[src/rtl/mode_arbiter.sv]
// Board-level display arbiter: debounced NEXT/PREV buttons select one of N_MODES
// display sources, with a mode-number blanking interval shown on every switch.

module mode_arbiter_debounce #(
  parameter int DEBOUNCE_CYC = 1000000
) (
  input  logic clk_i,
  input  logic rst_i,
  input  logic btn_i,
  output logic press_o
);
  localparam int CW = (DEBOUNCE_CYC < 1) ? 1 : $clog2(DEBOUNCE_CYC + 1);
  localparam logic [CW-1:0] LIMIT = CW'(DEBOUNCE_CYC);

  logic [1:0]    sync_q;
  logic [CW-1:0] cnt_q, cnt_d;
  logic          deb_q, deb_d;
  logic          press_q;

  // Any sample that agrees with the accepted level restarts the stability window.
  always_comb begin
    cnt_d = '0;
    deb_d = deb_q;
    if (sync_q[1] != deb_q) begin
      if (cnt_q == LIMIT) deb_d = ~deb_q;
      else                cnt_d = cnt_q + CW'(1);
    end
  end

  always_ff @(posedge clk_i) begin
    if (rst_i) begin
      sync_q  <= '0;
      cnt_q   <= '0;
      deb_q   <= 1'b0;
      press_q <= 1'b0;
    end else begin
      sync_q  <= {sync_q[0], btn_i};
      cnt_q   <= cnt_d;
      deb_q   <= deb_d;
      press_q <= deb_d & ~deb_q;
    end
  end

  assign press_o = press_q;
endmodule

module mode_arbiter #(
  parameter int N_MODES      = 4,
  parameter int DEBOUNCE_CYC = 1000000,
  parameter int BLANK_CYC    = 50000000
) (
  input  logic                   IN_CLK,
  input  logic                   IN_RST,
  input  logic                   IN_BTN_NEXT,
  input  logic                   IN_BTN_PREV,
  input  logic [7*N_MODES-1:0]   IN_M_SEG0DATA,
  input  logic [7*N_MODES-1:0]   IN_M_SEG1DATA,
  input  logic [4*N_MODES-1:0]   IN_M_SEG0SELE,
  input  logic [4*N_MODES-1:0]   IN_M_SEG1SELE,
  input  logic [N_MODES-1:0]     IN_M_SEG0DP,
  input  logic [N_MODES-1:0]     IN_M_SEG1DP,
  input  logic [16*N_MODES-1:0]  IN_M_LED,
  output logic [N_MODES-1:0]     OUT_ENABLE,
  output logic [2:0]             OUT_MODE,
  output logic [6:0]             OUT_SEG0DATA,
  output logic [6:0]             OUT_SEG1DATA,
  output logic [3:0]             OUT_SEG0SELE,
  output logic [3:0]             OUT_SEG1SELE,
  output logic                   OUT_SEG0DP,
  output logic                   OUT_SEG1DP,
  output logic [15:0]            OUT_LED
);
  typedef enum logic {ST_BLANK, ST_RUN} state_e;

  localparam int              BW         = (BLANK_CYC < 2) ? 1 : $clog2(BLANK_CYC);
  localparam logic [BW-1:0]   BLANK_LAST = BW'(BLANK_CYC - 1);
  localparam logic [2:0]      MODE_LAST  = 3'(N_MODES - 1);

  function automatic logic [6:0] digit7(input logic [2:0] m);
    case (m)
      3'd0:    digit7 = 7'h3F;
      3'd1:    digit7 = 7'h06;
      3'd2:    digit7 = 7'h5B;
      3'd3:    digit7 = 7'h4F;
      3'd4:    digit7 = 7'h66;
      3'd5:    digit7 = 7'h6D;
      3'd6:    digit7 = 7'h7D;
      default: digit7 = 7'h07;
    endcase
  endfunction

  // press[0] = NEXT, press[1] = PREV
  logic [1:0] btn_raw, press;
  assign btn_raw = {IN_BTN_PREV, IN_BTN_NEXT};

  mode_arbiter_debounce #(.DEBOUNCE_CYC(DEBOUNCE_CYC)) u_deb [1:0] (
    .clk_i   (IN_CLK),
    .rst_i   (IN_RST),
    .btn_i   (btn_raw),
    .press_o (press)
  );

  state_e          state_q, state_d;
  logic [2:0]      mode_q, mode_d;
  logic [BW-1:0]   bcnt_q, bcnt_d;
  logic            shown_q;

  logic [N_MODES-1:0] en_q, en_d;
  logic [6:0]         seg0d_q, seg0d_d, seg1d_q, seg1d_d;
  logic [3:0]         seg0s_q, seg0s_d, seg1s_q, seg1s_d;
  logic               dp0_q, dp0_d, dp1_q, dp1_d;
  logic [15:0]        led_q, led_d;

  // The blank counter only advances once the pins actually show the digit, so the
  // post-reset interval is as long as a switch interval.
  always_comb begin
    state_d = state_q;
    mode_d  = mode_q;
    bcnt_d  = bcnt_q;
    case (state_q)
      ST_BLANK: begin
        if (shown_q) begin
          if (bcnt_q == BLANK_LAST) begin
            state_d = ST_RUN;
            bcnt_d  = '0;
          end else begin
            bcnt_d  = bcnt_q + BW'(1);
          end
        end
      end
      ST_RUN: begin
        if (press[0] && !press[1]) begin
          mode_d  = (mode_q == MODE_LAST) ? 3'd0 : mode_q + 3'd1;
          state_d = ST_BLANK;
          bcnt_d  = '0;
        end else if (press[1] && !press[0]) begin
          mode_d  = (mode_q == 3'd0) ? MODE_LAST : mode_q - 3'd1;
          state_d = ST_BLANK;
          bcnt_d  = '0;
        end
      end
      default: state_d = ST_BLANK;
    endcase
  end

  // Pin values are built from next-state so a switch shows on the same edge as OUT_MODE.
  always_comb begin
    en_d    = '0;
    seg0d_d = '0;
    seg1d_d = '0;
    seg0s_d = '0;
    seg1s_d = '0;
    dp0_d   = 1'b0;
    dp1_d   = 1'b0;
    led_d   = '0;
    if (state_d == ST_RUN) begin
      for (int k = 0; k < N_MODES; k++) begin
        if (mode_d == 3'(k)) begin
          en_d[k] = 1'b1;
          seg0d_d = IN_M_SEG0DATA[7*k +: 7];
          seg1d_d = IN_M_SEG1DATA[7*k +: 7];
          seg0s_d = IN_M_SEG0SELE[4*k +: 4];
          seg1s_d = IN_M_SEG1SELE[4*k +: 4];
          dp0_d   = IN_M_SEG0DP[k];
          dp1_d   = IN_M_SEG1DP[k];
          led_d   = IN_M_LED[16*k +: 16];
        end
      end
    end else begin
      seg0s_d = 4'b0001;
      seg0d_d = digit7(mode_d);
    end
  end

  always_ff @(posedge IN_CLK) begin
    if (IN_RST) begin
      state_q <= ST_BLANK;
      mode_q  <= '0;
      bcnt_q  <= '0;
      shown_q <= 1'b0;
      en_q    <= '0;
      seg0d_q <= '0;
      seg1d_q <= '0;
      seg0s_q <= '0;
      seg1s_q <= '0;
      dp0_q   <= 1'b0;
      dp1_q   <= 1'b0;
      led_q   <= '0;
    end else begin
      state_q <= state_d;
      mode_q  <= mode_d;
      bcnt_q  <= bcnt_d;
      shown_q <= (state_d == ST_BLANK);
      en_q    <= en_d;
      seg0d_q <= seg0d_d;
      seg1d_q <= seg1d_d;
      seg0s_q <= seg0s_d;
      seg1s_q <= seg1s_d;
      dp0_q   <= dp0_d;
      dp1_q   <= dp1_d;
      led_q   <= led_d;
    end
  end

  assign OUT_ENABLE   = en_q;
  assign OUT_MODE     = mode_q;
  assign OUT_SEG0DATA = seg0d_q;
  assign OUT_SEG1DATA = seg1d_q;
  assign OUT_SEG0SELE = seg0s_q;
  assign OUT_SEG1SELE = seg1s_q;
  assign OUT_SEG0DP   = dp0_q;
  assign OUT_SEG1DP   = dp1_q;
  assign OUT_LED      = led_q;
endmodule

[config.mk]
export PLATFORM = sky130hd
export DESIGN_NAME = mode_arbiter
export DESIGN_NICKNAME = d
export VERILOG_FILES = /design/src/rtl/mode_arbiter.sv
export SDC_FILE = /design/constraint.sdc
export NUM_CORES = 1
export LEC_CHECK = 0
export ABC_AREA = 1
export CAP_MARGIN = 20
export CORE_MARGIN = 2
export CORE_UTILIZATION = 51
export DETAILED_ROUTE_END_ITERATION = 16
export GPL_TIMING_DRIVEN = 0
export PLACE_DENSITY = 0.95
export SETUP_SLACK_MARGIN = 0.15
export SYNTH_ARGS = -nofsm -noshare
export SYNTH_HDL_FRONTEND = slang
export SYNTH_SLANG_ARGS = --single-unit
[constraint.sdc]
create_clock -name IN_CLK -period 3.6 [get_ports IN_CLK]
set_input_delay 0.36 -clock IN_CLK [delete_from_list [all_inputs] [get_ports IN_CLK]]
set_output_delay 0.36 -clock IN_CLK [all_outputs]
set_load 0.01 [all_outputs]
==> run metrics <==
Power, Total=3.37 mW; Synth Instances=1024; DRT Pass-1 Iters=6; Clk Latency, worst-skew pair=0.42 ns; CTS buffer count=17; crit-path max FO=10; DR WL/cell=16.2 um; vias post-DR=7842; die span in y=between 100 and 150 um; Initial Util=0.521; Synth cell types=36; fmax=415 MHz; final setup skew=just over 0.007 ns; critical path required time=between 3 and 4 ns; chip width=118 um; Hold Buf Count CTS=0; clock tree from TritonCTS=built; total global-route track usage=0.333; fin crit share=0.669; CTS max path bufs=2; crit start category=flip-flop; syn avg cell area=about 6.4 um2; number of synthesized flops with an enable pin=0; largest net degree at the start of global routing=17; fin nets=roughly 1400; worst endpoint data arrival time=2.77 ns; Port-buffer cells=between 200 and 250; crit path time final=roughly 2.4 ns; max_cap viols=0; final hold slack=0.415 ns; sequential area share after synthesis=0.375; CP Buf/Inv Count=3; worst-path cell chain=inv_1 > ha_1 > inv_1 > nand2_1 > nand2_1 > nand2_1 > nand2_2 > nand2_1 > nor2_1 > clkbuf_1 > nand2_1 > nand3_1 > nand2_1 > nand2_1; Layout Utilization=0.750; initial antenna violation count=1; dpl hpwl=17000 um; Fillers=a little over 900; Mapped Nets=1198; final setup fails=0; GPL Wtd Cong=1.01; Ports=211; Antenna Nets Post-Route=0; P per Cell Area=355 nW/um2; Finished Layout Cells=1436; FP Rows=41; CTS Sinks=123; Max VDD drop=between 0.0003 and 0.0004 V; r2r setup slk=1.19 ns; WL final=23300 um; Area growth, synth to finish=44.1%; Post-synth ARST share=0; RSZ-0062 raised after global routing=false; final hold violations=0; slowest stage delay, CP=roughly 0.44 ns; Max-slew headroom=0.584; Max Slew Vio Count=0; DR DRC count=0; H-tree Lvls=4; Synth warnings=0; post_cts resized=0; Core Area=12600 um2; Worst Hold Class=flip-flop to flip-flop; Worst path slowest cell=dfxtp_1; vias in the first global route=~7500; worst slew pin tran=0.619 ns; Avg Vias per Cell=roughly 5.5; Top FF cell, synth=dfxtp_1; critical path class=flip-flop to flip-flop; root buf cell=clkbuf_16; status=finished, final reports clean; CP most frequent cell=nand2_1; CP Capture Type=flip-flop; Die ar.=between 10000 and 15000 um2; total gr overflow=0; Post CTS Setup Buffer Count=0; Clk pin slew, worst setup/hold paths=approximately 0.06 ns; Initial DRC Count=approximately 900; setup TNS=0 ns; Yosys reg bits=123; placed cells=1406; layout cells sized above 1=0.0554; Leakage=3.78 nW; Synth Cell Area=6570 um2; delay-heaviest family, CP=simple AND/OR/NAND/NOR gates; global-route wire length before repair=36700 um
registers in the layout, summed over array words and instances, names as in the netlist:
name           flops
OUT_SEG1DP         1
OUT_MODE           3
OUT_SEG1SELE       4
u_deb.deb_q        2
u_deb.press_o      2
OUT_LED           16
u_deb.sync_q       4
OUT_ENABLE         4
u_deb.cnt_q       40
state_q            1
OUT_SEG0DP         1
shown_q            1
bcnt_q            26
OUT_SEG0SELE       4
OUT_SEG0DATA       7
OUT_SEG1DATA       7
synthesized netlist by cell type, types with 2 or more instances:
cell type | number | area [um2]
clkbuf_1 | 13 | 48.8
nor3b_1 | 8 | 60.1
nand2_1 | 344 | 1290
a21oi_1 | 46 | 230
nand3_2 | 2 | 20.0
inv_2 | 3 | 11.3
o21bai_1 | 2 | 15.0
inv_1 | 102 | 383
nor4_1 | 9 | 56.3
nor3_1 | 37 | 185
nor2_2 | 4 | 25.0
nand3_1 | 91 | 455
ha_1 | 10 | 125
dfxtp_1 | 123 | 2460
nand4_1 | 48 | 300
nor2_1 | 108 | 405
buf_2 | 13 | 65.1
nor2_4 | 4 | 45.0
a31oi_1 | 2 | 12.5
a211oi_1 | 2 | 15.0
buf_6 | 2 | 22.5
nand2_2 | 6 | 37.5
xor2_1 | 7 | 61.3
or2_2 | 3 | 18.8
buf_4 | 4 | 30.0
nand3b_1 | 2 | 15.0
o21ai_0 | 20 | 100
cells in the final DEF (no fill, tap or decap), types with 3 or more instances in the layout:
cell               n
nand4_1           48
nor2_1           108
clkbuf_16         17
o21ai_0           20
nor4_1             9
xor2_1             7
clkdlybuf4s50_1  210
inv_1            102
or2_2              3
nor3_1            37
buf_2             13
ha_1              10
nand3_1           91
clkbuf_1          15
nand2_2            6
inv_2              3
clkinv_2           3
buf_4              4
nor2_2             4
nor3b_1            8
nor2_4             4
a21oi_1           46
dfxtp_1          123
bufinv_16          3
nand2_1          344
report_power, final:
group / internal, mW / switching (mW)
clock network: 1.11 / 0.611
registers: 1.37 / 0.00591
logic: 0.183 / 0.0862
metal layers:
| metal | global-route usage | vias up | part of all wire |
|---|---|---|---|
| met3 | 0.0824 | 101 | 0.087 |
| met4 | 0.183 | 0 | 0.053 |
| met5 | 0 | - | 0 |
| met1 | 0.376 | 3517 | 0.38 |
| li1 | - | 3770 | - |
| met2 | 0.577 | 454 | 0.48 |
path summary, 6_finish.rpt:
kind / cells after the start / from / endpoint
setup / recovery: 14 / OUT_MODE[0] / OUT_SEG1SELE[1]
hold / removal: 2 / u_deb[0].sync_q[0] / u_deb[0].sync_q[1]
hold reg to reg: 2 / u_deb[0].sync_q[0] / u_deb[0].sync_q[1]
setup reg to reg: 14 / OUT_MODE[0] / OUT_SEG1SELE[1]
cells by family (layout without fill, tap and decap cells):
group / after synthesis / after routing / synth area share
buffers and inverters: 138 / 377 / 0.0859
adder cells (fa/ha/maj): 10 / 10 / 0.0190
other: 0 / 1 / 0
AO/OA/AOI/OAI: 77 / 77 / 0.0640
XOR/XNOR: 8 / 8 / 0.0107
AND/OR/NAND/NOR: 668 / 668 / 0.446
flip-flops: 123 / 123 / 0.375
metrics by stage:
stage / cell area (um2) / setup slack (ns)
floorplan: 6570 / 1.66
global placement: 8890 / 1.14
detailed placement: 8890 / 1.05
CTS: 9470 / 1.24
global route: 9470 / 0.976
finish: 9470 / 1.19
cell type report:
class                      instances  area, um2  share of cell area
antenna                            1       2.50            0.000264
buffer                            33        170              0.0180
clock buffer                      21        460              0.0486
clock inverter                     8        120              0.0127
inverter                         105        394              0.0416
multi-input combinational        763       3540               0.374
sequential                       123       2460               0.260
tap                              172        215              0.0227
timing repair buffer             210       2100               0.222
worst min-delay path: stages (launching register included):
cell and delay (ns):
dfxtp_1 0.29, inv_1 0.05, nor2_1 0.03
Note: power is estimated with default switching activity, not from simulation.
==> RTL change, RTL diff (config.mk and constraints unchanged) <==
Make the reset (`IN_RST` and `rst_i`) asynchronous in 2 clocked blocks.
--- a/src/rtl/mode_arbiter.sv
+++ b/src/rtl/mode_arbiter.sv
@@ -27,7 +27,7 @@
     end
   end
 
-  always_ff @(posedge clk_i) begin
+  always_ff @(posedge clk_i or posedge rst_i) begin
     if (rst_i) begin
       sync_q  <= '0;
       cnt_q   <= '0;
@@ -172,7 +172,7 @@
     end
   end
 
-  always_ff @(posedge IN_CLK) begin
+  always_ff @(posedge IN_CLK or posedge IN_RST) begin
     if (IN_RST) begin
       state_q <= ST_BLANK;
       mode_q  <= '0;
Behaviour: differs if IN_RST is asserted again (counterexample within 4 cycles, from zero or initial values and one cycle with IN_RST high); with IN_RST held inactive, the same outputs for 10 cycles.
==> RTL change against the original RTL <==
- fmax is 3.3% lower
- synthesized area up 6.5%
- sequential cell count unchanged
- wire length is 0.23% lower
- clock skew increased by 0.0033 ns
- worst setup slack got worse by 0.082 ns
- synthesized cell count decreased by 4.2%
- total power rose by 6.6%
- design area rose by 6.0%
- sequential share of layout area is 4.7 points higher
- count of clock-buffer cells in the layout unchanged
- global-route usage decreased by 1.1 points
- largest cell class unchanged
- highest routed layer unchanged
==> RTL change: results (changes against the original RTL) <==
### Drt
• iteration count of the initial detailed-routing pass: 9, +3
• drt wl/cell: 16.6 um, +2.3%
• number of DRC violations after detailed-routing iteration 0: 742, -17%
• DR vias: 7589, -3.2%

### Clock tree
• number of buffers created by CTS: 17, unchanged
• level count of the clock H-tree: 4, unchanged
• latest clock arrival within the worst-skew pair: 0.43 ns
• number of setup buffers added after CTS: 0, unchanged
• clk buf depth: 2, unchanged
• count of cells resized by post-cts repair: 0, unchanged
• Reg clk slew, reported paths: 0.06 ns, about the same
• clock tree root buffer cell: clkbuf_16

### STA
• slew at the pin closest to its max-slew limit: 0.546 ns, -0.0733 ns
• Max Clock Skew: 0.0104 ns, +0.00333 ns

### Global route
• initial antenna violation count: 0, -1
• overall global routing resource usage: 0.322, -0.0109
• maximum number of pins on one net before global-route repair: 44, +27
• first-pass GRT wire length: 36500 um, -0.77%

### Placed design
• number of port buffers: 210, unchanged
• Placed Instance Area: 9380 um2, +5.6%
• dpl hpwl: 17700 um, +3.6%
• RD Place Congestion: 0.947, -6.1%

### Outcome
• status: finished clean

### Synth
• cells after synthesis: 981, -4.2%
• Most used DFF post-synth: dfrtp_1
• sequential-to-total area share from yosys stat: 0.440, +0.0652
• leading post-synthesis cells by cell area: dfrtp_1, nand2_1, nor2_1, inv_1, nand3_1
• share of flip-flops with an asynchronous set or reset: 1.00, +1.00
• most instantiated cells after synthesis: nand2_1, nor2_1, dfrtp_1
• syn_nets: 1155, -3.6%
• warnings from Yosys: 0, unchanged
• count of distinct cell types in the synthesized netlist: 38, +5.6%

### Setup path
• highest net fanout along the worst path: 10, unchanged
• WS Path Type: reg2reg
• register-to-register setup slack: 1.11 ns, -0.08 ns
• CP arrival: 2.81 ns, +0.04 ns
• launch point of the critical path: OUT_MODE[0]$_DFF_PP0_
• Reg2Reg Capture Point: OUT_LED[12]$_DFF_PP0_
• number of cell instances on the worst register-to-register path: 10, -4
• CP max stage cell: dfrtp_1
• largest incremental delay on the critical path: 0.42 ns, -0.02 ns

### Final layout
• Top reg by flops: u_deb.cnt_q
• share of layout cells above drive strength 1: 0.0612, +0.00580
• post-layout instance count excluding filler cells: 1401, -2.4%
• antenna diode count: 0, -1
• number of flip-flops in the largest register: 40, unchanged

### Hold path
• type of the tightest min-delay check: in2async

### Power and ir drop
• Peak VDD IR: 318 uV, -1.7%
• Lkg Pwr: 4.65 nW, +23%

==> RTL change: through the flow <==
stage / worst slack [ns] / hold slack, ns
6_report: 1.11 / 0.342
5_1_grt: 0.956 / 0.365
4_1_cts: 1.18 / 0.344
3_5_place_dp: 1.21 / 0.336
3_3_place_gp: 0.564 / 0.334
2_1_floorplan: 1.69 / 0.331
==> RTL change: cell families (layout without fill, tap and decap cells) <==
| group | after synthesis | count (layout) | synth area share |
|---|---|---|---|
| compound gates | 89 | 89 | 0.0678 |
| xor+xnor | 28 | 28 | 0.0351 |
| fa+ha+maj | 10 | 10 | 0.0179 |
| buf+inv | 115 | 359 | 0.0685 |
| flops | 123 | 123 | 0.440 |
| simple gates | 616 | 616 | 0.371 |
==> RTL change: power by group <==
part / leakage [nW] / internal, mW / switching [mW]
clock: 0.316 / 1.28 / 0.631
sequential: 1.65 / 1.39 / 0.00582
combinational: 2.68 / 0.183 / 0.0953
total: 4.65 / 2.86 / 0.732
==> RTL change: layer usage <==
layer,share of wire,global-route usage
met1,0.38,0.369
met2,0.51,0.552
met3,0.069,0.0794
met4,0.047,0.174
met5,0,0
==> RTL change: layout make-up <==
class                      instances  area (um2)
multi-input combinational        743        3440
fill                             900        3260
sequential                       123        3080
timing repair buffer             213        2160
clock buffer                      21         470
inverter                          86         327
tap                              176         220
clock inverter                    10         188
buffer                            29         156
==> RTL change: critical path: cells and delay by family (launching register included) <==
family,cells,cell delay (ns)
AOI/OAI and AO/OA,2,0.32
adders and majority gates,1,0.36
buffers and inverters,2,0.49
DFF,1,0.42
and+or+nand+nor,5,0.78
